File: config.mk
export PLATFORM = sky130hd
export DESIGN_NAME = multistep_shifter_flat
export DESIGN_NICKNAME = d
export VERILOG_FILES = /design/src/rtl/shifter_pkg.sv /design/src/rtl/multistep_shifter_if.sv /design/src/rtl/shift_step.sv /design/src/rtl/multistep_shifter.sv /design/src/flat_wrapper.sv
export SDC_FILE = /design/constraint.sdc
export NUM_CORES = 1
export LEC_CHECK = 0
export BUFFER_PORTS_ARGS = -buffer_cell sky130_fd_sc_hd__buf_2
export CORE_UTILIZATION = 62
export DETAILED_ROUTE_END_ITERATION = 7
export HOLD_SLACK_MARGIN = 0.15
export PLACE_DENSITY = 0.85
export RECOVER_POWER = 50
export SLEW_MARGIN = 40
export SYNTH_ARGS = -nofsm -noshare
export SYNTH_HDL_FRONTEND = slang
export SYNTH_SLANG_ARGS = --single-unit
File: constraint.sdc
create_clock -name i_clock -period 4.25 [get_ports i_clock]
set_input_delay 0 -clock i_clock [delete_from_list [all_inputs] [get_ports i_clock]]
set_output_delay 0 -clock i_clock [all_outputs]
set_load 0.01 [all_outputs]
File: src/rtl/shifter_pkg.sv
// shifter_pkg: shared encodings for the multistep shifter (mode, direction, FSM state)
package shifter_pkg;
    localparam logic [1:0] MODE_LOGICAL = 2'b00;
    localparam logic [1:0] MODE_ARITH   = 2'b01;
    localparam logic [1:0] MODE_ROTATE  = 2'b10;
    localparam logic DIR_LEFT  = 1'b1;
    localparam logic DIR_RIGHT = 1'b0;
    typedef enum logic [1:0] {IDLE, SHIFT, DONE} state_e;
endpackage

File: src/rtl/multistep_shifter_if.sv
// multistep_shifter_if: start/finished handshake and operand/result bus of the shifter
// Signals: i_start, i_direction, i_mode, i_amount, i_value (requester -> shifter);
// o_busy, o_finished, o_value and, with SHIFTER_CARRY_EN, o_carry (shifter -> requester).
interface multistep_shifter_if #(parameter int N = 8);
    logic         i_start;
    logic         o_busy;
    logic         o_finished;
    logic         i_direction;
    logic [1:0]   i_mode;
    logic [N-1:0] i_amount;
    logic [N-1:0] i_value;
    logic [N-1:0] o_value;
`ifdef SHIFTER_CARRY_EN
    logic         o_carry;
`endif
    modport master (
        output i_start, i_direction, i_mode, i_amount, i_value,
        input  o_busy, o_finished, o_value
`ifdef SHIFTER_CARRY_EN
        , input o_carry
`endif
    );
    modport slave (
        input  i_start, i_direction, i_mode, i_amount, i_value,
        output o_busy, o_finished, o_value
`ifdef SHIFTER_CARRY_EN
        , output o_carry
`endif
    );
endinterface

File: src/rtl/shift_step.sv
// shift_step: combinational shift/rotate of value_i by k_i (0..STEP) positions
// Ports: value_i operand, k_i step size, mode_i mode, dir_i direction (1 = left),
// value_o result; with SHIFTER_CARRY_EN, carry_o = last bit shifted out (0 when k_i = 0).
module shift_step
    import shifter_pkg::*;
#(
    parameter int N = 8,
    parameter int STEP = 4,
    localparam int KW = $clog2(STEP + 1)
) (
    input  logic [N-1:0]  value_i,
    input  logic [KW-1:0] k_i,
    input  logic [1:0]    mode_i,
    input  logic          dir_i,
    output logic [N-1:0]  value_o
`ifdef SHIFTER_CARRY_EN
    , output logic        carry_o
`endif
);
    // Operand is placed in a double-width word so the bits pushed out land in the
    // other half: that half supplies both the rotate wrap-around and the carry.
    logic [2*N-1:0] l_ext, r_ext;
    logic signed [2*N-1:0] a_ext;
    logic rot;
    assign l_ext = {{N{1'b0}}, value_i} << k_i;
    assign a_ext = $signed({value_i, {N{1'b0}}}) >>> k_i;
    assign rot = mode_i == MODE_ROTATE;
    always_comb begin
        r_ext = (mode_i == MODE_ARITH && dir_i == DIR_RIGHT) ? a_ext : {value_i, {N{1'b0}}} >> k_i;
        value_o = dir_i == DIR_LEFT ? l_ext[N-1:0] | (rot ? l_ext[2*N-1:N] : '0)
                                    : r_ext[2*N-1:N] | (rot ? r_ext[N-1:0] : '0);
    end
`ifdef SHIFTER_CARRY_EN
    assign carry_o = dir_i == DIR_LEFT ? l_ext[N] : r_ext[N-1];
`endif
endmodule

File: src/rtl/multistep_shifter.sv
// multistep_shifter: iterative shifter/rotator moving up to STEP positions per clock
// Ports: i_clock, i_reset (async, active high), bus (multistep_shifter_if.slave).
// Optional macro SHIFTER_CARRY_EN adds bus.o_carry (last bit shifted out).
module multistep_shifter
    import shifter_pkg::*;
#(
    parameter int N = 8,
    parameter int STEP = 4
) (
    input logic i_clock,
    input logic i_reset,
    multistep_shifter_if.slave bus
);
    localparam int KW = $clog2(STEP + 1);
    state_e state_q;
    logic [N-1:0] work_q, rem_q, value_q, step_v, amt_eff;
    logic [1:0] mode_q;
    logic dir_q, busy_q, fin_q;
    logic [KW-1:0] k;
`ifdef SHIFTER_CARRY_EN
    logic step_c, cw_q, over_q, carry_q;
    assign bus.o_carry = carry_q;
`endif
    assign k = rem_q < N'(STEP) ? rem_q[KW-1:0] : KW'(STEP);
    // Shifts saturate at N positions; rotates iterate the full count.
    assign amt_eff = bus.i_mode == MODE_ROTATE ? bus.i_amount
                   : bus.i_amount > N'(N) ? N'(N) : bus.i_amount;
    assign bus.o_busy = busy_q;
    assign bus.o_finished = fin_q;
    assign bus.o_value = value_q;
    shift_step #(.N(N), .STEP(STEP)) u_step (
        .value_i(work_q),
        .k_i(k),
        .mode_i(mode_q),
        .dir_i(dir_q),
        .value_o(step_v)
`ifdef SHIFTER_CARRY_EN
        , .carry_o(step_c)
`endif
    );
    always_ff @(posedge i_clock or posedge i_reset) begin
        if (i_reset) begin
            state_q <= IDLE;
            work_q <= '0;
            rem_q <= '0;
            value_q <= '0;
            mode_q <= MODE_LOGICAL;
            dir_q <= DIR_RIGHT;
            busy_q <= 1'b0;
            fin_q <= 1'b0;
`ifdef SHIFTER_CARRY_EN
            cw_q <= 1'b0;
            over_q <= 1'b0;
            carry_q <= 1'b0;
`endif
        end else begin
            case (state_q)
                IDLE: begin
                    fin_q <= 1'b0;
                    if (bus.i_start) begin
                        work_q <= bus.i_value;
                        rem_q <= amt_eff;
                        // reserved encoding behaves as logical
                        mode_q <= (bus.i_mode == MODE_ROTATE || bus.i_mode == MODE_ARITH) ? bus.i_mode : MODE_LOGICAL;
                        dir_q <= bus.i_direction;
                        busy_q <= 1'b1;
                        state_q <= SHIFT;
`ifdef SHIFTER_CARRY_EN
                        cw_q <= 1'b0;
                        over_q <= bus.i_mode != MODE_ROTATE && bus.i_amount > N'(N);
`endif
                    end
                end
                SHIFT: begin
                    work_q <= step_v;
                    rem_q <= rem_q - N'(k);
`ifdef SHIFTER_CARRY_EN
                    if (k != '0) cw_q <= step_c;
`endif
                    if (rem_q == N'(k)) begin
                        busy_q <= 1'b0;
                        state_q <= DONE;
                    end
                end
                DONE: begin
                    value_q <= work_q;
                    fin_q <= 1'b1;
                    state_q <= IDLE;
`ifdef SHIFTER_CARRY_EN
                    // past N positions the last bit out is a fill bit
                    carry_q <= over_q ? (mode_q == MODE_ARITH && dir_q == DIR_RIGHT && work_q[N-1]) : cw_q;
`endif
                end
                default: state_q <= IDLE;
            endcase
        end
    end
endmodule

File: src/flat_wrapper.sv
// flat-port wrapper written by rule: the top's interface ports become plain ports
module multistep_shifter_flat import shifter_pkg::*;
#(
    parameter int N = 8,
    parameter int STEP = 4
)
  (i_clock, i_reset, bus_i_start, bus_i_direction, bus_i_mode, bus_i_amount, bus_i_value, bus_o_busy, bus_o_finished, bus_o_value);
  multistep_shifter_if #(.N(N)) bus_i ();
  input logic i_clock;
  input logic i_reset;
  input wire logic [$bits(bus_i.i_start)-1:0] bus_i_start;
  input wire logic [$bits(bus_i.i_direction)-1:0] bus_i_direction;
  input wire logic [$bits(bus_i.i_mode)-1:0] bus_i_mode;
  input wire logic [$bits(bus_i.i_amount)-1:0] bus_i_amount;
  input wire logic [$bits(bus_i.i_value)-1:0] bus_i_value;
  output wire logic [$bits(bus_i.o_busy)-1:0] bus_o_busy;
  output wire logic [$bits(bus_i.o_finished)-1:0] bus_o_finished;
  output wire logic [$bits(bus_i.o_value)-1:0] bus_o_value;
  assign bus_i.i_start = bus_i_start;
  assign bus_i.i_direction = bus_i_direction;
  assign bus_i.i_mode = bus_i_mode;
  assign bus_i.i_amount = bus_i_amount;
  assign bus_i.i_value = bus_i_value;
  assign bus_o_busy = bus_i.o_busy;
  assign bus_o_finished = bus_i.o_finished;
  assign bus_o_value = bus_i.o_value;
  multistep_shifter #(.N(N), .STEP(STEP)) u_core (.i_clock(i_clock), .i_reset(i_reset), .bus(bus_i));
endmodule
Yosys cells after proc, flatten, opt, wreduce, memory -nomap -nowiden --
Cells that the tools add are included.
Storage, ports and cells: input port bits 22, word-level logic and storage cells 54, flip-flop bits (word level) 31, output and inout port bits 10
Operators by class: shifts and indexed selects 3, mux-type cells 19, equality and inequality tests 9, reduce and logical (&&, ||, !) cells 9, $add $sub $neg 1, $lt $le $gt $ge 2, bitwise operators 3
Operator list (number):
- $mux 8 | 7
- $pmux 8 s2 | 2
- $mux 16 | 1
- $or 8x8->8 | 2
- $shl 8x3->16 | 1
- $shr 16x3->16 | 1
- $sshr 16x3->16 | 1
- $eq 8x3->1 | 1
- $gt 8x4->1 const B | 1
- $lt 8x3->1 const B | 1
- $sub 8x3->8 | 1
- $eq 2x1->1 const B | 3
- $eq 2x2->1 const B | 3
- $mux 2 | 3
- $reduce_and 2->1 | 3
- $pmux 1 s2 | 2
- $pmux 2 s2 | 1
- $reduce_bool 2->1 | 2
- $mux 3 | 1
- $reduce_and 3->1 | 1
- $logic_not 2->1 | 1
- $mux 1 | 2
- $ne 2x1->1 const B | 1
- $ne 2x2->1 const B | 1
- other kinds (3) | 3

Longest topological paths before layout --
depth after elaboration 8, depth in mapped cells 9, mapped depth without buffers 8

Cells and area by module --
From an unflattened synthesis, not the netlist that was laid out.
Unflattened totals: cells, all modules 267, area total of the unflattened synthesis 2336.0 um^2
Modules (own cells, without submodules):
- multistep_shifter | cells each 157, area each 1521.5 um^2, sequential area each 775.7 um^2, instances 1
- shift_step | cells each 110, area each 814.5 um^2, sequential area each 0.0 um^2, instances 1

Worst setup path before layout --
No wires, ideal clock.
path kind reg-to-reg, from reg u_core.rem_q[1], to reg u_core.rem_q[2], library setup time 0.126 ns, clock period less this slack 1.940 ns, arrival time 1.814 ns, buffers on the path 2, path slack 2.310 ns, cell stages (with the launch flop) 8, data required time 4.124 ns, cell sequence dfrtp_1 > buf_2 > buf_2 > nand2_1 > ha_1 > or2_2 > o311a_1 > a221o_1
Between the ends: cells in the longest elaborated chain, start to end 4
Ends and longest elaborated chain:
- start: declaration | RTL line multistep_shifter.sv:16 | logic [N-1:0] work_q, rem_q, value_q, step_v, amt_eff;
- start signal: assignment | RTL line multistep_shifter.sv:62 | rem_q <= amt_eff;
- start signal: assignment | RTL line multistep_shifter.sv:76 | rem_q <= rem_q - N'(k);
- $lt 8x3->1 | RTL line multistep_shifter.sv:24 | assign k = rem_q < N'(STEP) ? rem_q[KW-1:0] : KW'(STEP);
- $mux 3 | RTL line multistep_shifter.sv:24
- $sub 8x3->8 * | RTL line multistep_shifter.sv:76
- $pmux 8 s2 * | RTL line multistep_shifter.sv:57 | case (state_q)
Mark *: on every way between the ends. The rest lies on a longest branch, timed or not. A chain may end at the register's enable or synchronous reset.

Worst setup path after layout --
from reg u_core.rem_q[2], to reg u_core.rem_q[6]
Same word-level chain as after synthesis.

==> results.py <==
metrics = {
    "timing": {
        "finalCritPeriodShare_pct": 54.9,
        "tightest_slew_ns": 1.71,
        "setup_violations": 0,
        "setup_tns_ns": 0,
        "slew_headroom_pct": -14.0,
        "max_freq_ghz": 0.428,
        "hold_violations": 0,
        "finClkSkew_ns": 0.00827,
        "slew_viol_final": 32,
        "rsz0062_at_grt": "no",
        "finalWorstPathRequiredPeriod_ns": 2.33,
    },
    "logic_synthesis": {
        "synthFlopType": "dfrtp_1",
        "syn_nets": 256,
        "async_flop_share_pct": 100,
        "synthCells": 233,
        "synthTopCellsByArea": "dfrtp_1 33%, mux4_2 11%, mux2_2 4.9%",
        "yosysTopAreaCell": "dfrtp_1",
        "yosysTopAreaCellShare_pct": 33.4,
        "ys_seq_area_share_pct": 33.4,
        "synth_area_um2": 2320,
        "synth-edff-count": 0,
        "postSynthAreaPerCell_um2": 9.96,
        "synth_cell_type_count": 61,
        "yosys_warnings": 0,
        "synth-seq-cells": 31,
    },
    "worst_setup_path": {
        "worstPathCellList": "nor3_4 -> nand2_2 -> nand2_1 -> ha_1 -> nor3b_1 -> o21ai_0 -> and3_1 -> a311oi_1",
        "crit_arrival_ns": 2.53,
        "startpoint_type": "register",
        "end_kind": "register",
        "crit_type": "reg2reg",
        "required_ns": 4.44,
        "cp_slowest_cell": "dfrtp_1",
        "cp_max_fo": 10,
        "slowest_delay_ns": 0.52,
    },
    "layout": {
        "layout_commonest_cell": "dfrtp_1",
        "layout_common_cells": "29 x dfrtp_1, 26 x buf_2, 21 x dlygate4sd3_1",
        "diodes": 0,
        "syn_to_final_growth_pct": 17.6,
        "fin_nets": 291,
        "finish.instance_area_um2": 2730,
        "final_layout_size_suffix_gt1_share_pct": 25.3,
    },
    "status": {
        "violations": "max-capacitance violations, max-slew violations",
        "status": "finished, violations left",
    },
    "clock_network": {
        "post_cts_buffers": 0,
        "clkLatencyLatePin_ns": 0.29,
        "cts_max_level": 2,
        "clk_path_buf_depth": 2,
        "cts_resized": 0,
        "path_clk_slew_ns": 0.07,
        "cts_tree": "yes",
        "cts_hold_buf": 21,
        "cts_made_buffers": 5,
        "root_buffer": "clkbuf_8",
        "clock_sinks": 31,
    },
    "global_route": {
        "antenna_found_initial": 0,
        "grt-ovfl-total": 0,
        "track_usage_pct": 35.0,
        "grt_pass1_wl_mm": 10.6,
        "grt_max_degree": 32,
        "first_global_vias": 2161,
    },
    "place": {
        "globalplace.congestion": 0.897,
        "port_buffers": 31,
        "place_hpwl_mm": 3.80,
        "placed_area_um2": 2410,
    },
    "routing": {
        "detail-route-antenna-nets": 0,
        "drtIter0Drc": 391,
        "via_count": 2217,
        "wire_per_inst_um": 19.9,
        "drt_first_pass_iters": 5,
        "post-route-drc-count": 0,
        "wirelength_mm": 6.27,
        "avgViaCountPerCell": 7.04,
    },
    "power": {
        "p_per_area_nw_per_um2": 768,
        "irDropWorstVdd_mv": 0.399,
        "p_leak_nw": 1.14,
    },
    "die": {
        "start_util_pct": 66.9,
        "core_um2": 3470,
        "die-width_um": 63.2,
        "rows": 21,
        "die_h_um": 63.2,
        "fp.dieArea_um2": 3990,
        "io_pins": 32,
    },
    "min_path": {
        "hold_path_class": "in2reg",
    },
    "job": {
        "drv_cap": 1,
    },
}
## report_power, final
part	switching (mW)	internal (mW)
Combinational	0.515	0.535
Clock	0.118	0.174
Sequential	0.325	0.429
Total	0.957	1.14
## synth_stat cells, drive strengths merged, types with 3 or more instances
master,number
a211oi,5
a21o,3
a21oi,12
a22o,3
a22oi,3
a311oi,3
a31oi,3
and3,6
buf,14
clkbuf,13
dfrtp,31
inv,4
mux2,10
mux2i,6
mux4,11
nand2,15
nand2b,4
nand3,5
nand3b,4
nor2,9
nor2b,5
nor3,7
o211ai,6
o21ai,10
o221ai,3
o22ai,3
## worst paths after layout
path	start	to	slack, ns	depth (start not counted)
worst max-delay path	u_core.rem_q[2]$_DFFE_PP0P_	u_core.rem_q[6]$_DFFE_PP0P_	1.92	8
worst min-delay path	bus_i_value[0]	u_core.work_q[0]$_DFFE_PP0P_	0.17	4
worst max register to register	u_core.rem_q[2]$_DFFE_PP0P_	u_core.rem_q[6]$_DFFE_PP0P_	1.92	8
worst min register to register	u_core.bus.o_finished$_DFFE_PP0P_	u_core.bus.o_finished$_DFFE_PP0P_	0.49	1
max in group asynchronous	i_reset	u_core.rem_q[1]$_DFFE_PP0P_	2.30	4
min in group asynchronous	i_reset	u_core.rem_q[0]$_DFFE_PP0P_	0.84	4
## worst max-delay path: cells and delay by family (launching register included)
family	cells	cell delay, ns
AO/OA/AOI/OAI	2	0.38
adder cells (fa/ha/maj)	1	0.18
flip-flops	1	0.52
AND/OR/NAND/NOR	5	1.14
## cells by family (layout without fill, tap and decap cells)
kind of cell / Yosys count / in the layout / synth area share (%)
AOI/OAI and AO/OA: 72 / 72 / 22.3
DFF: 31 / 31 / 33.4
other: 1 / 1 / 0.162
adders and majority gates: 1 / 1 / 0.539
muxes: 27 / 27 / 18.1
and+or+nand+nor: 70 / 70 / 18.7
buffers and inverters: 31 / 67 / 6.74
## metrics by stage
step	power, mW	hold WS (ns)	util [%]	cells	setup WS, ns
CTS	2.07	0.160	78.9	315	1.92
global route	2.23	0.224	78.7	315	1.74
floorplan	1.53	0.104	-	233	2.31
global placement	1.71	0.0955	69.6	286	2.02
finish	2.10	0.169	78.7	315	1.92
detailed placement	1.74	0.0944	69.6	286	1.94
## cell type report
cell class	instances	area (um2)
fill	247	739
inverter	4	15.0
clock buffer	5	68.8
timing repair buffer	55	378
tap	46	57.6
sequential	31	778
clock inverter	3	43.8
multi-input combinational	171	1390
## layer usage
| layer | track usage [%] | vias to the layer above | share of wire (%) |
|---|---|---|---|
| met2 | 53.2 | 174 | 47 |
| met5 | 0 | - | 0 |
| li1 | - | 969 | - |
| met4 | 17.4 | 0 | 2.4 |
| met3 | 5.80 | 19 | 11 |
| met1 | 48.2 | 1055 | 40 |
## registers in the layout, summed over array words and instances (netlist names)
signal / count
u_core.rem_q: 8
u_core.bus.o_busy: 1
u_core.work_q: 8
u_core.bus.o_value: 8
u_core.dir_q: 1
u_core.state_q: 2
u_core.mode_q: 2
u_core.bus.o_finished: 1
Note: power is estimated with default switching activity, not from simulation.
